**src/rtl/game_pkg.sv**
```systemverilog
// rtl/game_pkg.sv - shared constants for the 1A2B secret generator and checker
package game_pkg;

  typedef logic [1:0] state_t;

  localparam logic [1:0] IDLE = 2'd0;
  localparam logic [1:0] DRAW = 2'd1;
  localparam logic [1:0] FILL = 2'd2;
  localparam logic [1:0] DONE = 2'd3;

  localparam int NUM_DIGITS        = 4;
  localparam int DIGIT_MAX         = 9;
  localparam int DEFAULT_MAX_DRAWS = 64;

endpackage

```
**src/rtl/digit_pick.sv**
```systemverilog
// rtl/digit_pick.sv - priority encoder returning the smallest unused decimal digit
module digit_pick
  import game_pkg::*;
(
  input  logic [9:0] used,
  output logic [3:0] digit,
  output logic       valid
);

  // Scan from the top down so the lowest free digit is the last assignment and wins.
  always_comb begin
    digit = '0;
    valid = 1'b0;
    for (int i = DIGIT_MAX; i >= 0; i--) begin
      if (!used[i]) begin
        digit = 4'(i);
        valid = 1'b1;
      end
    end
  end

endmodule

```
**src/rtl/secret_gen.sv**
```systemverilog
// rtl/secret_gen.sv - builds four distinct BCD digits from an LFSR nibble stream
module secret_gen
  import game_pkg::*;
#(
  parameter int MAX_DRAWS = DEFAULT_MAX_DRAWS,
  parameter int CNT_W     = 7
) (
  input  logic        clk,
  input  logic        rst_n,
  input  logic        start,
  input  logic [3:0]  rnd,
  output logic [15:0] secret,
  output logic        busy,
  output logic        done
);

  state_t           state;
  logic [9:0]       used;
  logic [2:0]       count;
  logic [CNT_W-1:0] draws;

  logic [15:0]      used_ext;
  logic [9:0]       rnd_hot;
  logic [9:0]       pick_hot;
  logic             rnd_ok;
  logic [2:0]       count_inc;
  logic             last_draw;
  logic [3:0]       pick_digit;
  logic             pick_valid;

  digit_pick u_pick (
    .used  (used),
    .digit (pick_digit),
    .valid (pick_valid)
  );

  // Nibbles 10..15 are treated as permanently used, so one lookup rejects both
  // out-of-range and duplicate candidates.
  always_comb begin
    used_ext  = {6'h3f, used};
    rnd_ok    = ~used_ext[rnd];
    count_inc = count + 3'd1;
    last_draw = (draws == CNT_W'(MAX_DRAWS - 1));
    for (int i = 0; i <= DIGIT_MAX; i++) begin
      rnd_hot[i]  = (rnd == 4'(i));
      pick_hot[i] = (pick_digit == 4'(i));
    end
  end

  // Sequencer: restart on start, rejection-sample in DRAW, deterministic top-up in FILL.
  always_ff @(posedge clk) begin
    if (!rst_n) begin
      state  <= IDLE;
      secret <= '0;
      used   <= '0;
      count  <= '0;
      draws  <= '0;
    end else if (start) begin
      state  <= DRAW;
      secret <= '0;
      used   <= '0;
      count  <= '0;
      draws  <= '0;
    end else begin
      case (state)
        DRAW: begin
          draws <= draws + CNT_W'(1);
          if (rnd_ok) begin
            secret <= {secret[11:0], rnd};
            used   <= used | rnd_hot;
            count  <= count_inc;
          end
          // A fourth accept on the final draw still finishes normally.
          if (rnd_ok && (count_inc == 3'(NUM_DIGITS))) begin
            state <= DONE;
          end else if (last_draw) begin
            state <= FILL;
          end
        end
        FILL: begin
          if (pick_valid) begin
            secret <= {secret[11:0], pick_digit};
            used   <= used | pick_hot;
            count  <= count_inc;
            if (count_inc == 3'(NUM_DIGITS)) begin
              state <= DONE;
            end
          end
        end
        default: begin
        end
      endcase
    end
  end

  assign busy = (state == DRAW) || (state == FILL);
  assign done = (state == DONE);

endmodule
```
**config.mk**
```make
export PLATFORM = sky130hd
export DESIGN_NAME = secret_gen
export DESIGN_NICKNAME = d
export VERILOG_FILES = /design/src/rtl/game_pkg.sv /design/src/rtl/digit_pick.sv /design/src/rtl/secret_gen.sv
export SDC_FILE = /design/constraint.sdc
export NUM_CORES = 1
export LEC_CHECK = 0
export ABC_AREA = 0
export CORE_UTILIZATION = 35
export CTS_CLUSTER_SIZE = 25
export DETAILED_ROUTE_END_ITERATION = 12
export PLACE_DENSITY = 0.66
export SYNTH_ARGS = -nofsm -noshare
export SYNTH_HDL_FRONTEND = slang
export SYNTH_SLANG_ARGS = --single-unit
```
**constraint.sdc**
```tcl
create_clock -name clk -period 2.4 [get_ports clk]
set_input_delay 0.48 -clock clk [delete_from_list [all_inputs] [get_ports clk]]
set_output_delay 0.48 -clock clk [all_outputs]
set_load 0.02 [all_outputs]
```
==> results of run 1 <==
-- flip-flops by register name (all words and copies together) (netlist names) --
register and cells:
count 3, secret 16, state 2, draws 7, used 10
-- worst min-delay path, delay by kind of cell (launching register included) --
kind | cells | cell delay [ps]
multiplexers | 1 | 50
flip-flops | 1 | 310
AND/OR/NAND/NOR | 1 | 50
-- where the power goes --
group	switching (uW)	internal (uW)
logic	98.1	80.7
clock network	215	195
registers	8.13	638
-- path summary, 6_finish.rpt --
| kind | cells after the start | from | slack [ps] | endpoint |
|---|---|---|---|---|
| max | 6 | rnd[0] | 230 | used[5] |
| min | 2 | secret[15] | 460 | secret[15] |
| min reg2reg | 2 | secret[15] | 460 | secret[15] |
| max reg2reg | 8 | state[0] | 490 | count[2] |
-- metal layers --
metal / track usage [%] / part of all wire [%] / vias up
met2: 25.7 / 46 / 37
met5: 0 / 0 / -
li1: - / - / 802
met4: 7.61 / 1.5 / 0
met3: 3.44 / 4.7 / 5
met1: 21.2 / 47 / 741
-- logic make-up after synthesis --
family                     after synthesis  share of synthesized area (%)
adders and majority gates                6                           3.94
and+or+nand+nor                         73                           18.5
xor gates and xnor gates                 5                           2.30
AOI/OAI and AO/OA                       47                           20.0
muxes                                   20                           10.5
buffers and inverters                   17                           4.80
DFF                                     38                           40.0
-- placed cells by master (no fill, tap or decap), drive strengths merged, types with 3 or more instances in the layout --
master and count:
a21oi 6, a31oi 4, buf 9, clkbuf 5, clkdlybuf4s50 24, dfxtp 38, ha 6, inv 8
mux2i 20, nand2 35, nand3 6, nand4 4, nor2 14, nor2b 4, nor3b 3, o21ai 9
o31ai 6, or3 3, xor2 3
-- area by class of cell --
class                           instances  share of cell area (%)
Clock buffer                            5                    2.95
Clock inverter                          2                   0.429
Inverter                                8                    1.29
Multi-Input combinational cell        151                    45.2
Sequential cell                        38                    32.6
Tap cell                               70                    3.76
Timing Repair Buffer                   33                    13.7
-- metrics by stage --
step	setup TNS [ps]	utilization (%)
final	0	45.1
after global routing	0	45.1
after CTS	0	45.1
after detailed placement	-139	43.5
after global placement	-13.8	43.5
after floorplan	0	-
==> metrics.txt, run 1 <==
vias in the first global route 1519; die span in y 75.7 um; final wirelength 4110 um; Clock Skews 5.65 ps; final instance area 0.00233 sq mm; RSZ-0062 raised after global routing no; worst slack at placement -53.9 ps; Pwr Total 1230 uW; maximum number of pins on one net before global-route repair 13; Diodes inserted 0; row count 26; GPL Wtd Cong 0.830; status complete, no violations; Detail Route Antenna Nets 0; critical path data required time between 2000 and 3000 ps; most frequent cell after synthesis dfxtp_1; Setup Crit Path Kind in -> reg; final net count 250; gr ovfl total 0; Clock Latency Late Sink 290 ps; share of cells above drive strength 1 12.7%; Total GRT Usage 16.3%; syn_nets 219; cts hold-fix bufs 0; DRT iter0 DRCs 101; largest area contributor in the netlist dfxtp_1; unique cell type count in the Yosys netlist 49; CP top delay family compound AO/OA/AOI/OAI gates; max-slew violations 0; crit-path cells clkdlybuf4s50_1, mux2i_1, a22oi_2, o2111ai_2, nand3_1, o32ai_1; worst slew pin tran 460 ps; initial antenna violation count 0; Hold Vio Cnt, Final 0; hold slack 464 ps; Multi-input gate area 0.00105 sq mm; Worst path max stage delay between 600 and 700 ps; crit path max fanout 7; Die Area around 0.0057 sq mm; CTS buffer count 5; H-Tree Depth 2; Tmin final 2170 ps; synthesis-to-finish area growth 22.5%; CP bufs+invs 1; Worst path slowest cell clkdlybuf4s50_1; PnR worst setup slack 231 ps; largest cells by area after synthesis dfxtp_1 40%, mux2i_1 11%, nand2_1 6.7%; CTS resizes 0; core area 0.00517 sq mm; starting density of the core 36.8%; Worst Setup Start Kind input port; mean post-synth cell area around 9.2 sq um; Post-CTS Setup Inserts 0; Post-Syn Area 0.00190 sq mm; maximum vdd drop ~260 uV; fillers 504; Synth Instances approximately 200; crit path capture type flip-flop; pwr/cell area 530 mW/mm^2; Synth Register Bits 38; drt first pass iters 4; Worst-path clk slew 70 ps; via count 1585; synthesis warning total 0; Async SR Flop Fraction 0%; Max Clock Freq roughly 460 MHz; Post-synth EDFFs 0; Layout Cells excl Fill just over 300; Detailed Place HPWL 3070 um; post-route clock period utilization 90.4%; Synth top area share 40.0%; drt drc 0; Top FF cell, synth dfxtp_1; Max Cap Viol 0; Final Setup Violations 0; CTS tree yes; max-slew headroom at the worst pin between 60% and 70%; Seq/Total Area, Yosys 40.0%; Seq. cell area 761 sq um; critical path data arrival time 2360 ps; dpl cells 300; num ports 25; Via density 5.16; Die X 75.7 um; Port Buffers 24; CTS Root Buffer Type clkbuf_8; Hold/Removal Path Class reg -> reg; CTS Buffer Depth 2; routed len/inst ~13 um; static leakage ~0.00083 uW; number of clock sinks 38; global-route wire length before repair 6970 um; Commonest cells post-synth 38 x dfxtp_1, 34 x nand2_1, 20 x mux2i_1; DP Area 0.00225 sq mm
No activity file was read; power rests on OpenSTA's default activity.
==> run 2: changes to the inputs <==
- CORE_MARGIN: unset -> 5
- CTS_CLUSTER_SIZE: 25 -> unset
==> metrics.txt, run 2 (synthesized netlist as in run 1, its figures left out) <==
final instance area about 0.0024 sq mm; combinational power share between 10% and 20%; Die X 83.7 um; starting density of the core 36.6%; max-slew headroom at the worst pin 62.6%; vias in the first global route 1586; number of clock sinks 38; num ports 25; most common cell after layout, fill and taps aside dfxtp_1; CTS resizes 0; Net Switching 322 uW; Detail Route Antenna Nets 0; Via density 5.26; Clk pwr share 39.9%; PnR worst setup slack 261 ps; Worst-path clk slew 70 ps; sw frac 23.5%; Max Cap Viol 0; Die Area 0.00701 sq mm; initial antenna violation count 0; CTS tree yes; maximum vdd drop 313 uV; share of cells above drive strength 1 12.3%; met1 wire length 2100 um; Post-CTS Setup Inserts 0; Final Util 45.3%; drt drc 0; worst slack at placement -6.68 ps; met2 routed WL ~1800 um; maximum number of pins on one net before global-route repair 14; Layout Cells excl Fill 306; Worst Setup Start Kind flip-flop; Hold/Removal Path Class reg -> reg; RSZ-0062 raised after global routing no; DP Area 0.00224 sq mm; biggest regs secret x16, used x10, draws x7; cts hold-fix bufs 0; static leakage about 0.00084 uW; sequential power share 47.1%; drt first pass iters 4; crit path capture type output pin; global-route wire length before repair 7410 um; Sum Neg Setup Slack 0 ps; Detailed Place HPWL 3070 um; critical path data required time 1920 ps; Port Buffers 24; final wirelength approximately 4200 um; crit path max fanout 5; Setup Crit Path Kind reg -> out; Diodes inserted 0; Clock Latency Late Sink just under 300 ps; post-route clock period utilization 89.1%; Largest register FFs 16; met3 wire length 178 um; dpl cells 299; Max Used Layer met4; H-Tree Depth 2; core area ~0.0052 sq mm; Total GRT Usage 12.9%; final net count 249; Clock Skews 4.67 ps; via count 1610; synthesis-to-finish area growth 23.9%; routed len/inst 13.7 um; most frequent cells in the layout 38 x dfxtp_1, 34 x nand2_1, 24 x clkdlybuf4s50_1; CTS Buffer Depth 2; GPL Wtd Cong 0.790; die span in y 83.7 um; CTS Root Buffer Type clkbuf_8; cell internal pwr 1050 uW; Biggest register secret; worst slew pin tran 561 ps; row count 26; Max Clock Freq 468 MHz; status complete, no violations; Tmin final 2140 ps; DRT iter0 DRCs 87; CTS buffer count 5; pwr/cell area ~580 mW/mm^2; Final Setup Violations 0; gr ovfl total 0; critical path data arrival time 1660 ps; fillers ~530; Hold Vio Cnt, Final 0; max-slew violations 0
## run 2: per-layer routing
layer | vias to the layer above | global-route usage, %
met4 | 0 | 4.68
met5 | - | 0
met3 | 9 | 3.16
li1 | 809 | -
met2 | 42 | 19.8
met1 | 750 | 17.5
## run 2: final cells by class
class,count,area (sq um),share of cell area [%]
clock buffers,6,82.6,3.50
clock inverters,1,30.0,1.27
inverters,8,30.0,1.27
multi-input cells,151,1050,44.7
flip-flops and latches,38,761,32.3
well taps,70,87.6,3.72
repair buffers,32,313,13.3
## run 2: path summary, 6_finish.rpt
| path | start | cells after the start | to | slack, ps |
|---|---|---|---|---|
| worst max register to register | state[0] | 7 | secret[11] | 510 |
| worst max-delay path | state[0] | 4 | busy | 260 |
| worst min register to register | secret[13] | 2 | secret[13] | 470 |
| worst min-delay path | secret[13] | 2 | secret[13] | 470 |
## run 2: per-stage QoR
step / hold WS, ps / power (uW)
detailed placement: 456 / 839
global route: 503 / 1430
global placement: 450 / 839
CTS: 469 / 1390
finish: 465 / 1370
floorplan: 458 / 786
## run 2: power groups by stage
stage / clock network, uW / registers, uW / logic (uW)
floorplan: 0 / 662 / 125
global placement: 0 / 661 / 178
detailed placement: 0 / 661 / 178
CTS: 565 / 646 / 179
global route: 587 / 647 / 197
finish: 547 / 646 / 178
## run 2: critical path, stage by stage (launching register included)
cell	delay, ps
dfxtp_1	400
inv_1	60
ha_1	280
inv_1	50
clkdlybuf4s50_1	590
==> run 3: changes to the inputs <==
- CELL_PAD_IN_SITES_DETAIL_PLACEMENT: unset -> 1
- CELL_PAD_IN_SITES_GLOBAL_PLACEMENT: unset -> 2
- CORE_UTILIZATION: 35 -> 33
- PLACE_DENSITY: 0.66 -> 0.88
- SLEW_MARGIN: unset -> 15
==> metrics.txt, run 3 (synthesized netlist as in run 1, its figures left out) <==
status complete, no violations; synthesis-to-finish area growth 23.7%; Worst Setup Start Kind input port; launch point of the worst reg-to-reg path state[1]; Die Area 0.00739 sq mm; DRT iter0 DRCs 106; Detailed Place HPWL 3580 um; global-route wire length before repair 8190 um; Max Cap Viol 0; hold_sp secret[15]; final wirelength roughly 4800 um; row count 27; Detail Route Antenna Nets 0; crit path capture type flip-flop; pwr/cell area 549 mW/mm^2; biggest regs secret x16, used x10, draws x7; crit path launch rnd[0]; worst r2r dst used[5]; Via density 5.18; Clock Latency Late Sink between 200 and 300 ps; Total GRT Usage 13.9%; CTS resizes 0; worst slack at placement -113 ps; busiest grt layer met2; vias in the first global route roughly 1700; share of cells above drive strength 1 12.7%; Setup Crit Path Kind in -> reg; hold slack 469 ps; CTS tree yes; sequential power share 50.0%; cts hold-fix bufs 0; DP Area 0.00226 sq mm; maximum vdd drop 411 uV; H-Tree Depth 2; Biggest register secret; CTS buffer count 5; Pwr Total around 1300 uW; Hold/Removal Path Class reg -> reg; reg2reg path depth 5; maximum number of pins on one net before global-route repair 31; number of clock sinks 38; die span in y 85.9 um; final instance area 0.00235 sq mm; post-route clock period utilization between 90% and 100%; PnR worst setup slack 158 ps; Tmin final approximately 2200 ps; routed len/inst 15.4 um; met2 GRT Util 22.9%; GPL Wtd Cong 0.783; Port Buffers 24; Largest register FFs 16; Hold EP secret[15]; Clock Skews around 6.6 ps; most common cell after layout, fill and taps aside dfxtp_1; Hold Vio Cnt, Final 0; Worst Hold Depth 2; core area 0.00554 sq mm; met3 GRT Util 3.55%; worst slew pin tran between 500 and 600 ps; max-slew violations 0; Max Clock Freq 446 MHz; static leakage 0.000834 uW; crit path max fanout 7; sw frac about a quarter; drt first pass iters 4; critical path data required time 2590 ps; Die X 85.9 um; Worst-path clk slew 80 ps; CTS Buffer Depth 2; r2r setup slk around 340 ps; gr ovfl total 0; Diodes inserted 0; Sum Neg Setup Slack 0 ps; critical path data arrival time 2430 ps; cell internal pwr 950 uW; M1 GR Usage around 17%; RSZ-0062 raised after global routing no; Net Switching 342 uW; drt drc 0; initial antenna violation count 0; CTS Root Buffer Type clkbuf_8; num ports 25; Final Setup Violations 0; via count 1601; most frequent cells in the layout 38 x dfxtp_1, 34 x nand2_1, 24 x clkdlybuf4s50_1; max-slew headroom at the worst pin 60.8%; final net count 249; Clk pwr share 35.7%; combinational power share 14.2%; Post-CTS Setup Inserts 0; starting density of the core approximately a third
[run 3: cell count changes in the layout (fill, tap and decap cells not counted), sizes merged]
cell,previous run,this run
bufinv,1,0
clkinv,0,1
clkinvlp,0,1
[run 3: worst max-delay path by stage]
stage	endpoint	slack [ps]	cells past startpoint
2_1_floorplan	secret[3]	680	7
3_3_place_gp	count[2]	-30	7
3_5_place_dp	count[2]	-110	7
4_1_cts	used[5]	150	6
5_1_grt	used[5]	20	6
6_report	used[5]	160	6
[run 3: worst max-delay path, cell delays in order]
cell and delay (ps):
clkdlybuf4s50_1 660, mux2i_1 280, a22oi_2 140, o2111ai_2 310, nand3_1 240, o32ai_1 310
[run 3: layout make-up]
cell class	count	area, sq um
Tap cell	72	90.1
Timing Repair Buffer	32	325
Multi-Input combinational cell	151	1050
Sequential cell	38	761
Fill cell	658	3190
Clock buffer	6	82.6
Inverter	8	30.0
Clock inverter	2	12.5
[run 3: per-layer routing]
layer	wire length (um)	vias to the layer above
met1	2200	764
met2	2320	24
met3	155	7
met4	68	0
li1	-	806
met5	0	-
[run 3: power by group through the flow]
stage	Sequential, uW	Clock, uW	Combinational, uW
finish	646	462	184
global route	648	511	199
CTS	646	477	185
detailed placement	661	0	184
global placement	661	0	182
floorplan	662	0	125
[run 3: per-stage QoR]
stage / std cells / util [%]
floorplan: 206 / -
global placement: 301 / 40.8
detailed placement: 301 / 40.8
CTS: 309 / 42.5
global route: 309 / 42.5
finish: 309 / 42.5
